===== config.mk =====
export PLATFORM = sky130hd
export DESIGN_NAME = led_data_scheduler
export DESIGN_NICKNAME = d
export VERILOG_FILES = /design/src/rtl/led_data_scheduler_pkg.sv /design/src/rtl/led_data_scheduler_rr_pick.sv /design/src/rtl/led_data_scheduler.sv
export SDC_FILE = /design/constraint.sdc
export NUM_CORES = 1
export LEC_CHECK = 0
export CAP_MARGIN = 20
export CORE_ASPECT_RATIO = 1.1
export CORE_MARGIN = 5
export CORE_UTILIZATION = 28
export DETAILED_ROUTE_END_ITERATION = 12
export GPL_TIMING_DRIVEN = 0
export PLACE_DENSITY = 0.64
export SYNTH_ARGS = -nofsm -noshare
export SYNTH_HDL_FRONTEND = slang
export SYNTH_HIERARCHICAL = 1
export SYNTH_SLANG_ARGS = --single-unit

===== constraint.sdc =====
create_clock -name clk -period 3.14 [get_ports clk]
set_input_delay 0.628 -clock clk [delete_from_list [all_inputs] [get_ports clk]]
set_output_delay 0.628 -clock clk [all_outputs]
set_load 0.01 [all_outputs]

===== src/rtl/led_data_scheduler_pkg.sv =====
// Shared types and helpers for the LED display scheduler.
// Holds the FSM state type, the display word geometry and a one-hot helper.
package led_sched_pkg;

    typedef enum logic [1:0] {
        IDLE = 2'd0,
        SHOW = 2'd1,
        GAP  = 2'd2
    } sched_state_t;

    localparam int DIGIT_W = 4;
    localparam int DIGITS  = 4;
    localparam int DATA_W  = DIGIT_W * DIGITS;

    // Sized for the largest supported requester count (8); callers truncate.
    function automatic logic [7:0] one_hot(input logic [2:0] idx);
        return 8'b1 << idx;
    endfunction

endpackage


===== src/rtl/led_data_scheduler_rr_pick.sv =====
// Combinational round-robin picker: finds the first set request after last_idx,
// wrapping, so that last_idx itself is considered last.
module rr_pick #(
    parameter int N_SRC = 4,
    parameter int IW    = $clog2(N_SRC)
) (
    input  logic [N_SRC-1:0] req,
    input  logic [IW-1:0]    last_idx,
    output logic             found,
    output logic [IW-1:0]    idx
);

    logic [IW-1:0] w_cand;

    // Walk from farthest to nearest so the nearest candidate is written last.
    always_comb begin
        found  = 1'b0;
        idx    = last_idx;
        w_cand = '0;
        for (int i = N_SRC; i >= 1; i--) begin
            w_cand = IW'((int'(last_idx) + i) % N_SRC);
            if (req[w_cand]) begin
                found = 1'b1;
                idx   = w_cand;
            end
        end
    end

endmodule


===== src/rtl/led_data_scheduler.sv =====
// Round-robin time-multiplexer of N_SRC 16-bit display values onto one LED driver.
// Define LED_SCHED_GAP_EN to insert GAP_CYCLES blank cycles between different owners.
module led_data_scheduler
    import led_sched_pkg::*;
#(
    parameter int          N_SRC        = 4,
    parameter int          HOLD_CYCLES  = 1000,
    parameter logic [15:0] IDLE_PATTERN = 16'h0000,
    parameter int          GAP_CYCLES   = 4
) (
    input  logic                  clk,
    input  logic                  rst,
    input  logic [N_SRC-1:0]      src_req,
    input  logic [N_SRC*16-1:0]   src_data,
    output logic [N_SRC-1:0]      grant,
    output logic [$clog2(N_SRC)-1:0] grant_idx,
    output logic [15:0]           data_out,
    output logic                  busy,
    output logic [1:0]            dbg_state
);

    localparam int IW = $clog2(N_SRC);
    localparam int TW = $clog2(HOLD_CYCLES);

    sched_state_t      r_state;
    logic [N_SRC-1:0]  r_grant;
    logic [IW-1:0]     r_idx;
    logic [DATA_W-1:0] r_data;
    logic              r_busy;
    logic [TW-1:0]     r_timer;
`ifdef LED_SCHED_GAP_EN
    localparam int GW = $clog2(GAP_CYCLES + 1);
    logic [GW-1:0]     r_gap_cnt;
`endif

    logic [DATA_W-1:0] w_src [N_SRC];
    logic              w_found;
    logic [IW-1:0]     w_pick;

    for (genvar g = 0; g < N_SRC; g++) begin : g_src
        assign w_src[g] = src_data[16*g +: 16];
    end

    rr_pick #(.N_SRC(N_SRC), .IW(IW)) u_pick (
        .req      (src_req),
        .last_idx (r_idx),
        .found    (w_found),
        .idx      (w_pick)
    );

    always_ff @(posedge clk or posedge rst) begin
        if (rst) begin
            r_state   <= IDLE;
            r_grant   <= '0;
            r_idx     <= IW'(N_SRC - 1);
            r_data    <= IDLE_PATTERN;
            r_busy    <= 1'b0;
            r_timer   <= '0;
`ifdef LED_SCHED_GAP_EN
            r_gap_cnt <= '0;
`endif
        end else begin
            case (r_state)
                IDLE: begin
                    if (w_found) begin
                        r_state <= SHOW;
                        r_grant <= N_SRC'(one_hot(3'(w_pick)));
                        r_idx   <= w_pick;
                        r_data  <= w_src[w_pick];
                        r_busy  <= 1'b1;
                        r_timer <= TW'(HOLD_CYCLES - 1);
                    end else begin
                        r_data  <= IDLE_PATTERN;
                    end
                end
                SHOW: begin
                    if (r_timer == '0 || !src_req[r_idx]) begin
                        if (!w_found) begin
                            r_state <= IDLE;
                            r_grant <= '0;
                            r_busy  <= 1'b0;
                            r_data  <= IDLE_PATTERN;
                        end else if (w_pick == r_idx) begin
                            r_timer <= TW'(HOLD_CYCLES - 1);
                            r_data  <= w_src[r_idx];
                        end else begin
`ifdef LED_SCHED_GAP_EN
                            // grant_idx keeps the old owner so the post-gap pick stays fair.
                            r_state   <= GAP;
                            r_grant   <= '0;
                            r_busy    <= 1'b0;
                            r_data    <= IDLE_PATTERN;
                            r_gap_cnt <= GW'(GAP_CYCLES - 1);
`else
                            r_grant <= N_SRC'(one_hot(3'(w_pick)));
                            r_idx   <= w_pick;
                            r_data  <= w_src[w_pick];
                            r_timer <= TW'(HOLD_CYCLES - 1);
`endif
                        end
                    end else begin
                        r_timer <= r_timer - 1'b1;
                        r_data  <= w_src[r_idx];
                    end
                end
`ifdef LED_SCHED_GAP_EN
                GAP: begin
                    if (r_gap_cnt == '0) begin
                        if (w_found) begin
                            r_state <= SHOW;
                            r_grant <= N_SRC'(one_hot(3'(w_pick)));
                            r_idx   <= w_pick;
                            r_data  <= w_src[w_pick];
                            r_busy  <= 1'b1;
                            r_timer <= TW'(HOLD_CYCLES - 1);
                        end else begin
                            r_state <= IDLE;
                        end
                    end else begin
                        r_gap_cnt <= r_gap_cnt - 1'b1;
                    end
                end
`endif
                default: begin
                    r_state <= IDLE;
                    r_grant <= '0;
                    r_busy  <= 1'b0;
                    r_data  <= IDLE_PATTERN;
                end
            endcase
        end
    end

    assign grant     = r_grant;
    assign grant_idx = r_idx;
    assign data_out  = r_data;
    assign busy      = r_busy;
    assign dbg_state = r_state;

endmodule


==> results.ini <==
[global_routing]
globalRouteTotalUtil = 0.129
grt_max_degree = 21
grt_pass1_vias = 2438
grt_pass1_wl_mm = 11.7
gr-total-overflow = 0
antenna_found_initial = 0

[power_and_ir_drop]
static-leakage-power_uw = 0.00151
p_per_area_mw_per_mm2 = 880
ir_drop_v = 0.000383

[die]
die_h_um = 111
dieArea_mm2 = 0.0113
core_mm2 = 0.00896
rows = 36
io_pins = 95
dieWidth_um = 102
initial_core_util = 0.290

[timing]
final.setup.tns_ps = 0
worst_pin_slew_ps = 763
period_minus_slack_ps = 2800
slew_violations = 0
skew_ps = 7.43
hold_ws_ps = 524
fmax_mhz = 357
fin_crit_sh = 0.892
slew_headroom = 0.490
rsz0062_at_grt = no
hold_viol = 0
setup_viol_count_final = 0

[hold_path]
hp-class = reg -> reg
hold_depth = 1

[logic_synthesis]
synth_area_mm2 = 0.00260
synth.area.mux_share = 0.299
synth_cell_type_count = 46
seq_area_frac_synth = 0.319
synth_top_family_by_area = multiplexers
synth_flop_cell = dfrtp_1
synth-xor-area-share = 0.00674
ys_seq_elements = 33
yosys_warnings = 6
synthAdderAreaFrac = 0.00482
synth_compound_area_frac = 0.162
syn_avg_cell_area_um2 = 11.6
syn-num-nets = 294
synth-simple-area-share = 0.144
async_flop_share = 1.00
synth-edff-count = 0
netlist_instances = 223

[clocking]
h-tree-depth = 2
cts.path.max_buffers = 2
postCtsHoldBufs = 0
cts_setup_buffers = 0
cts-root-buf = clkbuf_8
clk_latency_ps = 290
post_cts_resize_count = 0
path_clk_slew_ps = 70
clock_sinks = 33
cts_buffers = 5
cts_tree = built

[worst_setup_path]
path_class = in -> reg
start_kind = input port
cp.arrival_ps = 2960
cp_max_fo = 10
cp.required_ps = 3300
rr_worst_depth = 8
endpoint_kind = flip-flop

[detailed_routing]
drc_errors = 0
wl_mm = 6.97
routed_via_density = 5.02
ant_nets = 0
routedWlPerCell_um = 15.9
vias = 2204
drt-initial-drc-count = 80
first_pass_iters = 4

[place]
routabilityCongestion = 0.761
io_buffers = 93
dp_hpwl_mm = 5.73
dpl.cell_count = 431
placed_area_mm2 = 0.00370

[status]
outcome = completed

[layout]
final_cell_mix = clkdlybuf4s50_1, nand2_1, mux4_2
fin_area_mm2 = 0.00378
n_fill_cell = 847
final_common_cell = clkdlybuf4s50_1
nets = 395
layoutNonFillerInstCount = 439
drive_above_1_share = 0.240
insertedDiodeCount = 0
syn_to_final_growth_pct = 45.6
post-route-util = 0.422

[flow_run]
maxCapViolCount = 0

power by group:
part	internal [uW]	leakage (uW)	total, uW	switching, uW
Combinational	1250	0.00108	2320	1070
Sequential	610	0.000377	703	93.0
Clock	153	0.0000450	307	153
Total	2010	0.00151	3330	1320
Yosys cell counts (all sizes together), types with 3 or more instances:
library cell | n | area share
o211a | 4 | 0.015
and3 | 3 | 0.0072
mux4 | 33 | 0.29
nand3 | 4 | 0.0077
a21oi | 4 | 0.0077
nor3 | 10 | 0.019
o22ai | 21 | 0.092
dfrtp | 31 | 0.30
or3 | 3 | 0.0072
nand2 | 35 | 0.051
clkbuf | 10 | 0.014
nor2 | 8 | 0.018
or4 | 3 | 0.010
inv | 12 | 0.017
buf | 11 | 0.032
cell type report:
class | instances | area, um^2 | share of cell area
buffer | 21 | 120 | 0.0318
clock buffer | 6 | 72.6 | 0.0192
clock inverter | 2 | 10.0 | 0.00265
inverter | 12 | 45.0 | 0.0119
multi-input combinational | 157 | 1600 | 0.424
sequential | 33 | 828 | 0.219
tap | 114 | 143 | 0.0377
timing repair buffer | 94 | 958 | 0.253
cell families (layout without fill, tap and decap cells):
kind of cell               after synthesis  in the layout
and+or+nand+nor                         75             75
AOI/OAI and AO/OA                       42             42
muxes                                   36             36
DFF                                     33             33
buffers and inverters                   33            135
xor gates and xnor gates                 2              2
adders and majority gates                1              1
other                                    1              1
critical path, stage by stage:
cell,delay [ps]
clkdlybuf4s50_1,560
inv_1,70
o22ai_1,160
a221o_1,280
buf_1,500
mux4_2,590
nand2_1,100
o22ai_2,80
through the flow:
| step | total power [uW] | worst slack [ps] |
|---|---|---|
| CTS | 3380 | 302 |
| global route | 3600 | 82.1 |
| floorplan | 2380 | 790 |
| global placement | 3030 | 34.8 |
| finish | 3330 | 340 |
| detailed placement | 3070 | -2.64 |
routing by layer:
layer | up-vias | GRT usage | wire length, um
met5 | - | 0 | 0
met4 | 0 | 0.0385 | 116
met3 | 7 | 0.0315 | 359
met2 | 57 | 0.243 | 3870
met1 | 1086 | 0.137 | 2620
li1 | 1054 | - | -
final timing paths:
kind,endpoint,startpoint,slack [ps]
worst min-delay path,r_timer[3],r_timer[3],520
worst max-delay path,data_out[1],src_req[3],340
max in group asynchronous,grant_idx[1],rst,1810
worst max register to register,data_out[1],grant_idx[1],590
worst min register to register,r_timer[3],r_timer[3],520
min in group asynchronous,data_out[9],rst,740
flip-flops by register name, indices dropped and copies added, names as in the netlist:
name       count
data_out      16
r_timer       10
grant          4
grant_idx      2
busy           1
No activity file was read; power rests on OpenSTA's default activity.
